**config.mk**
```make
export PLATFORM = sky130hd
export DESIGN_NAME = layer_scheduler
export DESIGN_NICKNAME = d
export VERILOG_FILES = /design/src/rtl/layer_scheduler.sv
export SDC_FILE = /design/constraint.sdc
export NUM_CORES = 1
export LEC_CHECK = 0
export CAP_MARGIN = 25
export CORE_MARGIN = 4
export CORE_UTILIZATION = 45
export CTS_BUF_LIST = sky130_fd_sc_hd__clkbuf_8
export DETAILED_ROUTE_END_ITERATION = 8
export HOLD_SLACK_MARGIN = 0.05
export PLACE_DENSITY = 0.75
export SLEW_MARGIN = 30
export SYNTH_ARGS = -nofsm -noshare
export SYNTH_HDL_FRONTEND = slang
export SYNTH_SLANG_ARGS = --single-unit
```
**constraint.sdc**
```tcl
create_clock -name clk -period 2.45 [get_ports clk]
set_input_delay 0.245 -clock clk [delete_from_list [all_inputs] [get_ports clk]]
set_output_delay 0.245 -clock clk [all_outputs]
set_load 0.05 [all_outputs]
```
**src/rtl/layer_scheduler.sv**
```systemverilog
`default_nettype none
// ============================================================================
// Module      : layer_scheduler
// Description : Walks a bank of P neuron units across every neuron of every
//               layer of a feed-forward network. Each layer is processed in
//               batches of P neurons. For each batch the scheduler pulses the
//               enabled lanes, waits until every enabled lane reports finish,
//               and then requests a store of the batch outputs. The activation
//               buffer select toggles after each non-empty layer completes.
// Ports       : clk, rst                  - clock, async active-high reset
//               start, num_layers         - launch a run of num_layers layers
//               cfg_we, cfg_addr, cfg_size- layer size writes (IDLE only)
//               n_start / n_finish        - per-lane start pulse / ready level
//               lane_en                   - lanes holding a valid neuron
//               layer_idx, group_base     - current layer / lane-0 neuron index
//               buf_sel                   - activation ping-pong select
//               out_we, busy, done        - store strobe, run active, run end
// Revision    : 1.0 - initial release
// ============================================================================
module layer_scheduler #(
    parameter int P    = 4,
    parameter int MAXL = 4,
    parameter int LW   = 2,
    parameter int SW   = 4
) (
    input  logic          clk,
    input  logic          rst,
    input  logic          start,
    input  logic [LW:0]   num_layers,
    input  logic          cfg_we,
    input  logic [LW-1:0] cfg_addr,
    input  logic [SW-1:0] cfg_size,
    output logic [P-1:0]  n_start,
    input  logic [P-1:0]  n_finish,
    output logic [P-1:0]  lane_en,
    output logic [LW:0]   layer_idx,
    output logic [SW-1:0] group_base,
    output logic          buf_sel,
    output logic          out_we,
    output logic          busy,
    output logic          done
);

    localparam logic [2:0] c_idle  = 3'd0;
    localparam logic [2:0] c_check = 3'd1;
    localparam logic [2:0] c_issue = 3'd2;
    localparam logic [2:0] c_guard = 3'd3;
    localparam logic [2:0] c_wait  = 3'd4;
    localparam logic [2:0] c_write = 3'd5;
    localparam logic [2:0] c_next  = 3'd6;
    localparam logic [2:0] c_done  = 3'd7;

    localparam logic [LW:0]   c_maxl  = (LW+1)'(MAXL);
    localparam logic [SW:0]   c_p_ext = (SW+1)'(P);
    localparam logic [SW-1:0] c_p_sw  = SW'(P);

    logic [2:0]    r_state;
    logic [2:0]    w_next;
    logic [SW-1:0] r_size [MAXL];
    logic [LW:0]   r_count;
    logic [LW:0]   r_layer;
    logic [SW-1:0] r_base;
    logic          r_buf;

    logic [SW-1:0] w_cur_size;
    logic          w_last_batch;
    logic          w_all_done;
    logic [LW:0]   w_clamped;

    // layer_idx reaches MAXL when a full-depth run ends; treat it as empty
    // rather than indexing past the register file.
    always_comb begin
        w_cur_size = '0;
        if (r_layer < c_maxl) begin
            w_cur_size = r_size[r_layer[LW-1:0]];
        end
    end

    // Extra MSB keeps base + P from wrapping near the top of the size range.
    assign w_last_batch = ({1'b0, r_base} + c_p_ext) >= {1'b0, w_cur_size};
    assign w_all_done   = &(n_finish | ~lane_en);
    assign w_clamped    = (num_layers > c_maxl) ? c_maxl : num_layers;

    for (genvar i = 0; i < P; i++) begin : g_lane
        assign lane_en[i] = (r_state != c_idle) &&
                            (({1'b0, r_base} + (SW+1)'(i)) < {1'b0, w_cur_size});
    end

    // State register
    always_ff @(posedge clk or posedge rst) begin
        if (rst) begin
            r_state <= c_idle;
        end else begin
            r_state <= w_next;
        end
    end

    // Next-state logic
    always_comb begin
        w_next = r_state;
        case (r_state)
            c_idle:  if (start) w_next = c_check;
            c_check: begin
                if (r_layer == r_count)    w_next = c_done;
                else if (w_cur_size == '0) w_next = c_check;
                else                       w_next = c_issue;
            end
            c_issue: w_next = c_guard;
            // Units may still show finish from their previous job this cycle.
            c_guard: w_next = c_wait;
            c_wait:  if (w_all_done) w_next = c_write;
            c_write: w_next = c_next;
            c_next:  w_next = c_check;
            c_done:  w_next = c_idle;
            default: w_next = c_idle;
        endcase
    end

    // Outputs decoded from registered state
    always_comb begin
        n_start = (r_state == c_issue) ? lane_en : '0;
        out_we  = (r_state == c_write);
        busy    = (r_state != c_idle);
        done    = (r_state == c_done);
    end

    // Datapath: size file, layer/batch counters, buffer select
    always_ff @(posedge clk or posedge rst) begin
        if (rst) begin
            for (int k = 0; k < MAXL; k++) begin
                r_size[k] <= '0;
            end
            r_count <= '0;
            r_layer <= '0;
            r_base  <= '0;
            r_buf   <= 1'b0;
        end else begin
            case (r_state)
                c_idle: begin
                    if (cfg_we) begin
                        r_size[cfg_addr] <= cfg_size;
                    end
                    if (start) begin
                        r_count <= w_clamped;
                        r_layer <= '0;
                        r_base  <= '0;
                    end
                end
                c_check: begin
                    if ((r_layer != r_count) && (w_cur_size == '0)) begin
                        r_layer <= r_layer + 1'b1;
                    end
                end
                c_next: begin
                    if (w_last_batch) begin
                        r_layer <= r_layer + 1'b1;
                        r_base  <= '0;
                        r_buf   <= ~r_buf;
                    end else begin
                        r_base  <= r_base + c_p_sw;
                    end
                end
                default: ;
            endcase
        end
    end

    assign layer_idx  = r_layer;
    assign group_base = r_base;
    assign buf_sel    = r_buf;

endmodule
`default_nettype wire
```
==> flow_summary.toml <==
[outcome]
status = "finished with violations"
violations = "negative setup slack"

[floorplanning]
coreArea_mm2 = 0.00369
die_x_um = 69.9
dieHeight_um = 69.9
dieArea_mm2 = 0.00488
placement_rows = 22
start_util = 0.467
io_pins = 36

[detailed_routing]
route.detailed.drc = 0
via_count = 1454
ant_nets = 0
first_pass_iters = 4
drt_iter0_drc = 69
wl_um = 4450
wire_per_inst_um = 17.0
vias_per_cell = 5.55

[synthesis]
synth.area.top_cells = "dfrtp_1, mux2_2, ha_1"
synth_top_area_share = 0.407
synth-seq-area-share = 0.407
synth_edf_count = 0
synth_area_mm2 = 0.00172
synth_top_area_cell = "dfrtp_1"
synthArstFlopShare = 1.00
ys_types = 44
yosys_warnings = 0
postSynthAreaPerCell_um2 = 10.5
syn_inst = 164
ys_ff_latch = 28
ys.flop_type = "dfrtp_1"

[grt]
grt_max_degree = 29
track_usage = 0.185
grt_overflow = 0
grt_pass1_vias = 1552
antenna_found_initial = 0
grt_pass1_wl_um = 7320

[placed_design]
place.port_buffers = 33
dp_hpwl_um = 3370
globalplace.congestion = 0.920
place_area_mm2 = 0.00237

[worst_setup_path]
worstPathRequired_ns = 2.20
arrival_ns = 2.51
worstSetupStartpointType = "flop"
critPathKind = "reg -> out"
crit_fanout = 5
endpoint_kind = "output port"

[sta]
maxSlewViolCount = 0
slew_headroom = 0.664
finalHoldViolations = 0
period_share = 1.13
setup_ws_ns = -0.307
fin_skew_ns = 0.00379
post-route-min-period_ns = 2.76
rsz0062_at_grt = "true"
worstMarginPinSlew_ns = 0.503
finalSetupViolations = 13
fmax_mhz = 363

[clock_tree]
cts_made_buffers = 3
ctsHoldBuffers = 0
clock_sinks = 28
clk_latency_ns = 0.27
h-tree-depth = 1
clkTransAtPathRegs_ns = 0.09
cts_tree = "built"
clockRootBuffer = "clkbuf_8"
cts_buffer_depth = 2

[cells_and_area]
diodes = 0
final_util = 0.702
areaGrowthSynthToFinish_pct = 50.4
drive_gt1_frac = 0.411
mostFrequentLayoutCell = "dfrtp_1"
n_fill_cell = 272
ff_latch_area_um2 = 703
mostFrequentLayoutCells = "dfrtp_1, clkdlybuf4s50_1, buf_4, mux2_2, nand2_1"
multi_input_area_mm2 = 0.00115
postLayoutCellArea_mm2 = 0.00259
finalNetCount = 241

[worst_hold_path]
min_path_type = "in -> async"

[flow_run]
cap_viol_max_count = 0
==> cell families after synthesis <==
logic type               count (synthesis)  share of synthesized area
AND/OR/NAND/NOR                         49                      0.139
AO/OA/AOI/OAI                           31                      0.139
flip-flops                              28                      0.407
multiplexers                            22                      0.169
buffers and inverters                   20                     0.0538
adder cells (fa/ha/maj)                  9                     0.0698
XOR/XNOR                                 4                     0.0204
other                                    1                    0.00218
==> flip-flops by register name (all words and copies together), names as in the netlist <==
name / cells
r_state: 3
r_count: 3
layer_idx: 3
buf_sel: 1
r_size: 16
group_base: 2
==> area by class of cell <==
| cell class | instances | area share |
|---|---|---|
| Sequential cell | 28 | 0.271 |
| Inverter | 11 | 0.0169 |
| Tap cell | 48 | 0.0232 |
| Timing Repair Buffer | 54 | 0.223 |
| Multi-Input combinational cell | 117 | 0.444 |
| Clock buffer | 4 | 0.0213 |
==> critical path: stages (launching register included) <==
cell	delay, ns
dfrtp_2	0.39
mux4_2	0.51
and2_4	0.17
inv_4	0.06
ha_4	0.19
a2111o_2	0.57
nor3_4	0.19
buf_12	0.16
==> repair_timing <==
action	in CTS	in global routing
buffers inserted	4	4
endpoints found under the setup margin	10	15
pin swaps	4	6
gates resized for setup	5	19
hold endpoints to repair	0	0
==> metal layers <==
layer	vias up	share of wire	global-route usage
met5	-	0	0
met4	0	0.021	0.0553
met1	709	0.38	0.217
met3	8	0.053	0.0446
met2	48	0.55	0.332
li1	689	-	-
==> path summary, 6_finish.rpt <==
kind                                           from                  endpoint  slack [ns]  depth (start not counted)
setup / recovery           layer_idx[0]$_DFFE_PP0P_                n_start[2]       -0.31                          7
hold / removal                                  rst     r_size[8]$_DFFE_PP0P_        0.33                          3
setup reg to reg           layer_idx[0]$_DFFE_PP0P_  layer_idx[1]$_DFFE_PP0P_       -0.24                          9
hold reg to reg                 buf_sel$_DFFE_PP0P_       buf_sel$_DFFE_PP0P_        0.47                          1
max in group asynchronous                       rst  layer_idx[0]$_DFFE_PP0P_        1.84                          3
min in group clk                buf_sel$_DFFE_PP0P_       buf_sel$_DFFE_PP0P_        0.47                          1
==> synthesized netlist by cell type (2+ instances only) <==
cell type   n
dfrtp_1    28
mux2_2     17
nand2_1    16
nor2_1     12
inv_1      11
o21ai_0     9
ha_1        8
a21oi_1     5
nand2b_1    5
clkbuf_1    4
mux4_2      4
nor3_1      4
xor2_1      3
a2111o_1    2
buf_2       2
buf_4       2
nand4_1     2
nor4_1      2
o211a_1     2
or3_1       2
==> through the flow <==
step | setup TNS, ns | cells | setup WS, ns | hold slack [ns]
3_5_place_dp | -0.0707 | 252 | -0.0386 | 0.466
4_1_cts | -1.67 | 260 | -0.300 | 0.333
5_1_grt | -3.38 | 262 | -0.374 | 0.394
3_3_place_gp | 0 | 252 | 0.0191 | 0.460
6_report | -2.29 | 262 | -0.307 | 0.333
2_1_floorplan | -2.64 | 165 | -0.423 | 0.310
Power is left out: the tool's default activity adds up to more than one toggle a clock period on the data nets, which glitch-free logic cannot reach.
